===== config.mk =====
export PLATFORM = sky130hd
export DESIGN_NAME = uart_rx_ovs
export DESIGN_NICKNAME = d
export VERILOG_FILES = /design/src/rtl/uart_rx_ovs_pkg.sv /design/src/rtl/uart_baud_tick.sv /design/src/rtl/uart_rx_ovs.sv
export SDC_FILE = /design/constraint.sdc
export NUM_CORES = 1
export LEC_CHECK = 0
export CAP_MARGIN = 20
export CELL_PAD_IN_SITES_DETAIL_PLACEMENT = 0
export CELL_PAD_IN_SITES_GLOBAL_PLACEMENT = 1
export CORE_AREA = 3 3 70 137
export CTS_CLUSTER_DIAMETER = 50
export DETAILED_ROUTE_END_ITERATION = 16
export DIE_AREA = 0 0 73 140
export MAX_ROUTING_LAYER = met4
export PLACE_DENSITY_LB_ADDON = 0.05
export RECOVER_POWER = 25
export REMOVE_ABC_BUFFERS = 1
export SETUP_SLACK_MARGIN = 0.4
export SYNTH_ARGS = -nofsm -noshare
export SYNTH_HDL_FRONTEND = slang
export SYNTH_SLANG_ARGS = --single-unit

===== constraint.sdc =====
create_clock -name clk -period 6.65 [get_ports clk]
set_clock_uncertainty 0.05 [all_clocks]
set_input_delay 1.33 -clock clk [delete_from_list [all_inputs] [get_ports clk]]
set_output_delay 1.33 -clock clk [all_outputs]
set_load 0.05 [all_outputs]

===== src/rtl/uart_rx_ovs_pkg.sv =====
// Shared definitions for the oversampling UART receiver and its baud tick generator.
// Optional feature macro: UART_RX_BREAK_DET_EN (adds the BREAK state).
package uart_rx_ovs_pkg;

  localparam int unsigned PARITY_NONE = 0;
  localparam int unsigned PARITY_ODD  = 1;
  localparam int unsigned PARITY_EVEN = 2;

  typedef enum logic [2:0] {
    ST_IDLE,
    ST_START,
    ST_DATA,
    ST_PARITY,
    ST_STOP
`ifdef UART_RX_BREAK_DET_EN
    , ST_BREAK
`endif
  } state_t;

  // Accumulator must hold CLOCK_FREQ-1 + BAUD_RATE*OVERSAMPLE without wrapping.
  function automatic int unsigned acc_width(input int unsigned clock_freq,
                                            input int unsigned baud_rate,
                                            input int unsigned oversample);
    return $clog2(clock_freq + baud_rate * oversample);
  endfunction

endpackage


===== src/rtl/uart_baud_tick.sv =====
// Fractional phase-accumulator tick generator: BAUD_RATE*OVERSAMPLE ticks per second, no drift.
module uart_baud_tick
  import uart_rx_ovs_pkg::*;
#(
  parameter int unsigned CLOCK_FREQ = 10_000_000,
  parameter int unsigned BAUD_RATE  = 115_200,
  parameter int unsigned OVERSAMPLE = 16
) (
  input  logic clk,
  input  logic rst,
  input  logic clear,
  output logic tick
);

  localparam int unsigned ACC_W = acc_width(CLOCK_FREQ, BAUD_RATE, OVERSAMPLE);
  localparam logic [ACC_W-1:0] INC     = ACC_W'(BAUD_RATE * OVERSAMPLE);
  localparam logic [ACC_W-1:0] MODULUS = ACC_W'(CLOCK_FREQ);

  logic [ACC_W-1:0] acc;
  logic [ACC_W-1:0] sum;

  assign sum = acc + INC;

  // Advance phase; emit a tick and subtract the modulus on overflow past CLOCK_FREQ.
  always_ff @(posedge clk) begin
    if (rst || clear) begin
      acc  <= '0;
      tick <= 1'b0;
    end else if (sum >= MODULUS) begin
      acc  <= sum - MODULUS;
      tick <= 1'b1;
    end else begin
      acc  <= sum;
      tick <= 1'b0;
    end
  end

endmodule


===== src/rtl/uart_rx_ovs.sv =====
// Oversampling UART receiver with majority vote, parity/stop checking and a ready/valid holding register.
// Optional feature macro: UART_RX_BREAK_DET_EN (break_det port and BREAK state).
module uart_rx_ovs
  import uart_rx_ovs_pkg::*;
#(
  parameter int unsigned CLOCK_FREQ = 10_000_000,
  parameter int unsigned BAUD_RATE  = 115_200,
  parameter int unsigned DATA_BITS  = 8,
  parameter int unsigned PARITY     = 0,
  parameter int unsigned STOP_BITS  = 1,
  parameter int unsigned OVERSAMPLE = 16
) (
  input  logic                 clk,
  input  logic                 rst,
  input  logic                 serial_in,
  output logic [DATA_BITS-1:0] data_out,
  output logic                 data_valid,
  input  logic                 data_ready,
  output logic                 parity_err,
  output logic                 frame_err,
  output logic                 overrun,
  output logic                 busy
`ifdef UART_RX_BREAK_DET_EN
  ,
  output logic                 break_det
`endif
);

  localparam int unsigned SW = $clog2(OVERSAMPLE);
  localparam logic [SW-1:0] S_V0   = SW'(OVERSAMPLE / 2 - 1);
  localparam logic [SW-1:0] S_V2   = SW'(OVERSAMPLE / 2 + 1);
  localparam logic [SW-1:0] S_LAST = SW'(OVERSAMPLE - 1);
  localparam logic [3:0]    N_DATA = 4'(DATA_BITS);
  localparam logic          HAS_PARITY = (PARITY == PARITY_ODD) || (PARITY == PARITY_EVEN);
  localparam logic          PAR_INV    = (PARITY == PARITY_ODD);
  localparam logic          LAST_STOP  = 1'(STOP_BITS - 1);

  state_t state, state_next;

  logic sync1, sync2, sync_d;
  logic tick;
  logic [SW-1:0] s;
  logic [2:0] samp;
  logic vote_evt, vote, start_det, bit_end;
  logic [DATA_BITS-1:0] shreg;
  logic [3:0] bit_cnt;
  logic stop_cnt, par_bad, stop_bad;
  logic start_go, shift_en, par_chk, stop_adv;
  logic done_good, done_perr, done_ferr;
`ifdef UART_RX_BREAK_DET_EN
  logic done_brk, all_zero;
  logic [SW-1:0] hi_cnt;
`endif

  assign start_det = sync_d & ~sync2;
  assign bit_end   = tick && (s == S_LAST);
  assign vote      = (samp[0] & samp[1]) | (samp[0] & samp[2]) | (samp[1] & samp[2]);

  uart_baud_tick #(
    .CLOCK_FREQ(CLOCK_FREQ),
    .BAUD_RATE (BAUD_RATE),
    .OVERSAMPLE(OVERSAMPLE)
  ) u_tick (
    .clk  (clk),
    .rst  (rst),
    .clear(start_go),
    .tick (tick)
  );

  // Two-flop synchronizer plus edge register; all idle high.
  always_ff @(posedge clk) begin
    if (rst) begin
      sync1  <= 1'b1;
      sync2  <= 1'b1;
      sync_d <= 1'b1;
    end else begin
      sync1  <= serial_in;
      sync2  <= sync1;
      sync_d <= sync2;
    end
  end

  // Per-bit sample counter and three-sample capture around the bit centre.
  always_ff @(posedge clk) begin
    if (rst || start_go) begin
      s        <= '0;
      samp     <= 3'b111;
      vote_evt <= 1'b0;
    end else begin
      vote_evt <= tick && (s == S_V2);
      if (tick) begin
        s <= (s == S_LAST) ? '0 : s + 1'b1;
        if (s >= S_V0 && s <= S_V2) samp <= {samp[1:0], sync2};
      end
    end
  end

  // FSM state register.
  always_ff @(posedge clk) begin
    if (rst) state <= ST_IDLE;
    else     state <= state_next;
  end

  // Next state and frame control strobes.
  always_comb begin
    state_next = state;
    start_go   = 1'b0;
    shift_en   = 1'b0;
    par_chk    = 1'b0;
    stop_adv   = 1'b0;
    done_good  = 1'b0;
    done_perr  = 1'b0;
    done_ferr  = 1'b0;
`ifdef UART_RX_BREAK_DET_EN
    done_brk   = 1'b0;
`endif
    unique case (state)
      ST_IDLE: begin
        if (start_det) begin
          start_go   = 1'b1;
          state_next = ST_START;
        end
      end
      ST_START: begin
        if (vote_evt && vote) state_next = ST_IDLE;
        else if (bit_end)     state_next = ST_DATA;
      end
      ST_DATA: begin
        if (vote_evt) shift_en = 1'b1;
        if (bit_end && bit_cnt == N_DATA) state_next = HAS_PARITY ? ST_PARITY : ST_STOP;
      end
      ST_PARITY: begin
        if (vote_evt) par_chk = 1'b1;
        if (bit_end) state_next = ST_STOP;
      end
      ST_STOP: begin
        // Complete at the last stop vote so a following start edge is never missed.
        if (vote_evt) begin
          if (stop_cnt == LAST_STOP) begin
            state_next = ST_IDLE;
`ifdef UART_RX_BREAK_DET_EN
            if (all_zero && !vote) begin
              done_brk   = 1'b1;
              state_next = ST_BREAK;
            end else
`endif
            if (stop_bad || !vote) done_ferr = 1'b1;
            else if (par_bad)      done_perr = 1'b1;
            else                   done_good = 1'b1;
          end else begin
            stop_adv = 1'b1;
          end
        end
      end
`ifdef UART_RX_BREAK_DET_EN
      ST_BREAK: begin
        if (tick && sync2 && hi_cnt == S_LAST) state_next = ST_IDLE;
      end
`endif
      default: state_next = ST_IDLE;
    endcase
  end

  // Frame datapath: shift register, counters and latched error flags.
  always_ff @(posedge clk) begin
    if (rst) begin
      shreg    <= '0;
      bit_cnt  <= '0;
      stop_cnt <= 1'b0;
      par_bad  <= 1'b0;
      stop_bad <= 1'b0;
    end else begin
      if (start_go) begin
        bit_cnt  <= '0;
        stop_cnt <= 1'b0;
        par_bad  <= 1'b0;
        stop_bad <= 1'b0;
      end
      if (shift_en) begin
        shreg   <= {vote, shreg[DATA_BITS-1:1]};
        bit_cnt <= bit_cnt + 1'b1;
      end
      if (par_chk) par_bad <= (vote != ((^shreg) ^ PAR_INV));
      if (stop_adv) begin
        stop_cnt <= 1'b1;
        if (!vote) stop_bad <= 1'b1;
      end
    end
  end

`ifdef UART_RX_BREAK_DET_EN
  // Break tracking: all-zero frame flag and consecutive-high tick count while in BREAK.
  always_ff @(posedge clk) begin
    if (rst) begin
      all_zero <= 1'b0;
      hi_cnt   <= '0;
    end else begin
      if (start_go)                                  all_zero <= 1'b1;
      else if (vote_evt && vote && state != ST_IDLE) all_zero <= 1'b0;
      if (done_brk)                                  hi_cnt <= '0;
      else if (tick && state == ST_BREAK)            hi_cnt <= sync2 ? hi_cnt + 1'b1 : '0;
    end
  end
`endif

  // Registered outputs: holding register handshake and one-cycle status pulses.
  always_ff @(posedge clk) begin
    if (rst) begin
      data_out   <= '0;
      data_valid <= 1'b0;
      parity_err <= 1'b0;
      frame_err  <= 1'b0;
      overrun    <= 1'b0;
      busy       <= 1'b0;
`ifdef UART_RX_BREAK_DET_EN
      break_det  <= 1'b0;
`endif
    end else begin
      parity_err <= done_perr;
      frame_err  <= done_ferr;
      overrun    <= 1'b0;
      busy       <= (state_next != ST_IDLE);
`ifdef UART_RX_BREAK_DET_EN
      break_det  <= done_brk;
`endif
      if (done_good && (!data_valid || data_ready)) begin
        data_out   <= shreg;
        data_valid <= 1'b1;
      end else begin
        if (done_good) overrun <= 1'b1;
        if (data_valid && data_ready) data_valid <= 1'b0;
      end
    end
  end

endmodule

# Word-level counts from Yosys, hierarchy flattened
# Cells that the tools add are included.
word_totals:
  input_bits: 4
  word_cells: 104
  ff_bits: 67
classes:
  mux: 37
  eq_ne: 8
  reduce_logical: 23
  magnitude_cmp: 3
  bitwise: 9
  add_sub_neg: 4
op_table:
  columns: ["cell", "count"]
  rows:
  - ["$mux W1", 25]
  - ["$add A24 B21 Y24 const B", 1]
  - ["$ge A24 B24 Y1 const B", 1]
  - ["$mux W24", 1]
  - ["$sub A24 B24 Y24 const B", 1]
  - ["$mux W3", 7]
  - ["$pmux W3 S5", 1]
  - ["$eq A4 B4 Y1 const B", 3]
  - ["$mux W4", 3]
  - ["$add A4 B1 Y4 const B", 2]
  - ["$reduce_bool A2 Y1", 4]
  - ["$reduce_xor A8 Y1", 1]
  - ["$logic_and A1 B1 Y1", 7]
  - ["$eq A3 B2 Y1 const B", 2]
  - ["$reduce_or A5 Y1", 1]
  - ["$and A1 B1 Y1", 4]
  - ["$ge A4 B3 Y1 const B", 1]
  - ["$le A4 B4 Y1 const B", 1]
  - ["$reduce_or A4 Y1", 1]
  - ["$eq A3 B1 Y1 const B", 1]
  - ["$eq A3 B3 Y1 const B", 1]
  - ["$logic_not A3 Y1", 1]
  - ["$logic_or A1 B1 Y1", 3]
  - ["$not A1 Y1", 3]
  - ["other kinds (6)", 8]

# Depth between registers and ports, before layout
depth:
  word_depth: 11
  mapped_depth: 10

# Cells and area by module
# From an unflattened synthesis, not the netlist that was laid out.
unflattened:
  hier_cells: 370
  area_unflattened_um2: 3206.8
modules_own_cells:
  columns: ["mod", "seq_area_each_um2", "n_inst", "cells_each", "area_per_inst_um2"]
  rows:
  - ["uart_rx_ovs", 840.8, 1, 214, 1855.5]
  - ["uart_baud_tick", 360.3, 1, 156, 1351.3]

# Least setup slack after synthesis
# OpenSTA, ideal clock, no wires.
synth_path:
  kind: "flip-flop to flip-flop"
  from: "register u_tick.acc[13]"
  to: "register u_tick.acc[19]"
  stages_incl_launch_ff: 10
  path_slack_ns: 4.189
  path_buffers: 1
  required_time_ns: 6.484
  synth_period_minus_slack_ns: 2.461
  arrival_ns: 2.294
  cell_sequence: "dfxtp_1 > ha_1 > and4_1 > or4_1 > o211ai_2 > a21bo_4 > a21oi_4 > buf_6 > a21oi_1 > a31o_2"
synth_via:
  elab_chain_len: 3
  word_cells_on_any_way: 4
  cone_classes: "2 x add/sub; 1 x order compare; 1 x mux"
synth_lines:
  columns: ["element", "line_no", "rtl"]
  rows:
  - ["start, declared", "uart_baud_tick.sv:19", "logic [ACC_W-1:0] acc;"]
  - ["start signal, assigned", "uart_baud_tick.sv:30", "acc <= sum - MODULUS;"]
  - ["start signal, assigned", "uart_baud_tick.sv:33", "acc <= sum;"]
  - ["$add A24 B21 Y24 (*)", "uart_baud_tick.sv:22", "assign sum = acc + INC;"]
  - ["$sub A24 B24 Y24 or $ge A24 B24 Y1 (tied branches)", "uart_baud_tick.sv:30, uart_baud_tick.sv:29", null]
  - ["$mux W24 (*)", "uart_baud_tick.sv:29", "end else if (sum >= MODULUS) begin"]
# Mark *: on every way between the ends. The rest lies on a longest branch, timed or not.
# A chain may end at the register's enable or synchronous reset.

# Final worst setup path
layout_path:
  from: "input port rst"
  to: "register u_tick.acc[19]"
layout_via:
  elab_chain_len: 1
layout_lines:
  columns: ["element", "line_no", "rtl"]
  rows:
  - ["start, declared", "uart_rx_ovs.sv:14", "input logic rst,"]
  - ["$logic_or A1 B1 Y1", "uart_baud_tick.sv:26", "if (rst || clear) begin"]
# Every way passes these cells.

==> summary.md <==
| Metric | Value |
|---|---|
| Synth area leader | dfxtp_1 |
| Xor-xnor portion of the synthesized cell area | 6.76% |
| Core area | 8710 um^2 |
| Delay-heaviest family, CP | buffers and inverters |
| Largest family of logic cells by synthesized area | simple AND/OR/NAND/NOR gates |
| Worst ir drop on vdd | 0.000127 V |
| Peak fanout along the critical path | 31 |
| Ports | 17 |
| Hold-fix buffers, CTS | 0 |
| Post-synthesis compound-gate area fraction | 16.0% |
| Post-DR vias/cell | 5.21 |
| Die area | 10200 um^2 |
| Ys flop type | dfxtp_1 |
| Setup Viol. Count Final | 0 |
| Initial Utilization | 34.2% |
| CP max stage cell | clkbuf_1 |
| Die H | 140 um |
| CP Cell Sequence | dlygate4sd3_1, clkbuf_1, nand2b_1, nor2_1, a31o_2 |
| Tot GR Track Use | 15.0% |
| Ranking of synthesized cells by area | dfxtp_1 40%, nand2_1 5.8%, nor2_1 5.0% |
| Setup TNS | 0 ps |
| Mean Syn Cell Area | 8.63 um^2 |
| Layout Nets | 371 |
| Longest Clk Path Bufs | 2 |
| Hold Fails Final Rpt | 0 |
| Sequential area share after synthesis | 40.3% |
| GP Congestion | 0.710 |
| Routed WL | 6.64 mm |
| Commonest non-fill, non-tap cell in the layout | dfxtp_1 |
| Antenna viol nets, final | 0 |
| Worst reg-to-reg setup slack | 3600 ps |
| Kind of critical path | in -> reg |
| Hold path depth | 1 |
| Met3 usage | 3.59% |
| First-pass GRT wire length | 11.4 mm |
| Clock Pin Slew Worst Setup and Hold Paths | 50 ps |
| Unrepaired setup endpoints after global routing | no |
| Vias post-DR | 2405 |
| Area share of the largest cell type after synthesis | 40.3% |
| Largest net degree at the start of global routing | 32 |
| Gate count of the mapped netlist | 345 |
| Measured slew at the worst slew-check pin | 1350 ps |
| Power Dens Cells | 269 nW/um^2 |
| Reg2Reg Depth | 8 |
| Layout cell share with drive strength beyond 1 | 8.84% |
| Remaining global-route overflow | 0 |
| Crit path from | rst |
| Syn. warnings | 0 |
| F_max | 251 MHz |
| Pleak | 0.00129 uW |
| Area growth syn-to-layout | 16.2% |
| Max-cap violation count | 0 |
| Vias in the first global route | 2344 |
| H-tree depth | 3 |
| Reg2reg start | u_tick.acc[13] |
| EDFF count, synth | 0 |
| Sink Count | 60 |
| Status | finished clean |
| Crit. End Element | register |
| Final period utilization | 59.9% |
| Hold Crit Class | reg -> reg |
| Crit path arrival time | 4150 ps |
| 1st-iter DRT viols | 120 |
| Synth Cell Area | 2980 um^2 |
| Busiest metal layer after global routing | met2 |
| 1st-pass router iterations | 5 |
| Routed len/inst | 14.4 um |
| Placed cells | 447 |
| Row Count | 48 |
| Met1 Track Usage GR | 15.0% |
| Most frequent cells in the layout | 60 x dfxtp_1, 46 x nand2_1, 40 x nor2_1 |
| Clk_lat worst skew | 320 ps |
| TritonCTS clock tree | done |
| Fraction of registers with async set/reset | 0% |
| Minimum clock period after layout | 3980 ps |
| Post-CTS Setup Inserts | 0 |
| HPWL after DPL | 4.83 mm |
| Fin util | 39.7% |
| Worst setup endpoint | u_tick.acc[19] |
| Slew Limit Fails | 0 |
| Clk root buf | clkbuf_16 |
| Simple-gate area share of the yosys netlist | 23.9% |
| DRC viols | 0 |
| Fin cells | 462 |
| CTS resizes | 0 |
| Port-buffer cells | 16 |
| Worst path required time | 6810 ps |
| Mux contribution to synthesized area | 4.75% |
| Cts bufs inserted | 9 |
| WP depth | 5 |
| Pwr Total | 930 uW |
| Crit-path max cell delay | 980 ps |
| Synth Register Bits | 60 |
| ANT cells | 0 |
| Met2 usage | 25.7% |
| Die width | 73 um |
| Initial antenna violation count | 0 |
| Type of origin of the critical path | input port |
| Slew headroom | 9.94% |
| Reg-to-Reg End | u_tick.acc[20] |
| Adder-cell share of the synthesized area | 4.12% |
| CP bufs+invs | 2 |
| Post-synthesis cell type count | 56 |
## worst min path at each step
stage               slack, ps  startpoint  endpoint
finish                    350       sync1     sync2
global route              380       sync1     sync2
CTS                       360       sync1     sync2
detailed placement        350       sync1     sync2
global placement          350       sync1     sync2
floorplan                 340       sync1     sync2
## cell type report
type | count | area, um^2
Clock buffer | 14 | 264
Inverter | 12 | 45.0
Fill cell | 908 | 5250
Tap cell | 100 | 125
Multi-Input combinational cell | 258 | 1650
Timing Repair Buffer | 17 | 164
Sequential cell | 60 | 1200
Clock inverter | 1 | 7.51
## synth_stat cells (3+ instances only)
cell	instances
dfxtp_1	60
ha_1	9
and4_1	3
o21ai_0	5
nand3_1	10
nand2b_1	5
nor2_1	40
buf_6	3
or2_2	8
nand3b_1	3
inv_1	12
nand2_1	46
a21oi_1	21
clkbuf_1	10
o211ai_1	3
a211oi_1	3
xor2_1	8
a31oi_1	5
nand4_1	8
xnor2_1	15
a31o_2	3
mux2i_1	13
a211o_1	3
or3_1	3
nor2b_1	4
nor3_1	4
## layer usage
metal	vias to the layer above	wire length [um]
met5	-	0
met4	0	204
met3	17	188
met2	34	3670
met1	1120	2570
li1	1234	-
## flip-flops by register name (all words and copies together) (netlist names), 3 cells and up
register	flops
data_out	8
s	4
state	3
shreg	8
u_tick.acc	17
bit_cnt	4
samp	3
## per-stage QoR
step,hold slack (ps),area [um^2],setup slack (ps)
global route,383,3460,2310
global placement,350,3190,3090
finish,355,3460,2670
floorplan,339,2900,4060
detailed placement,346,3190,3070
CTS,357,3460,3400
## logic make-up (layout without fill, tap and decap cells)
kind of cell               Yosys count  count (layout)
xor gates and xnor gates            23              23
adders and majority gates           10              10
DFF                                 60              60
AOI/OAI and AO/OA                   66              66
buffers and inverters               27              44
muxes                               14              14
and+or+nand+nor                    145             145
## power by group
| part | internal (uW) | switching, uW | total [uW] |
|---|---|---|---|
| logic | 46.3 | 68.4 | 115 |
| registers | 373 | 18.1 | 392 |
| clock network | 270 | 154 | 424 |
Note: power is estimated with default switching activity, not from simulation.
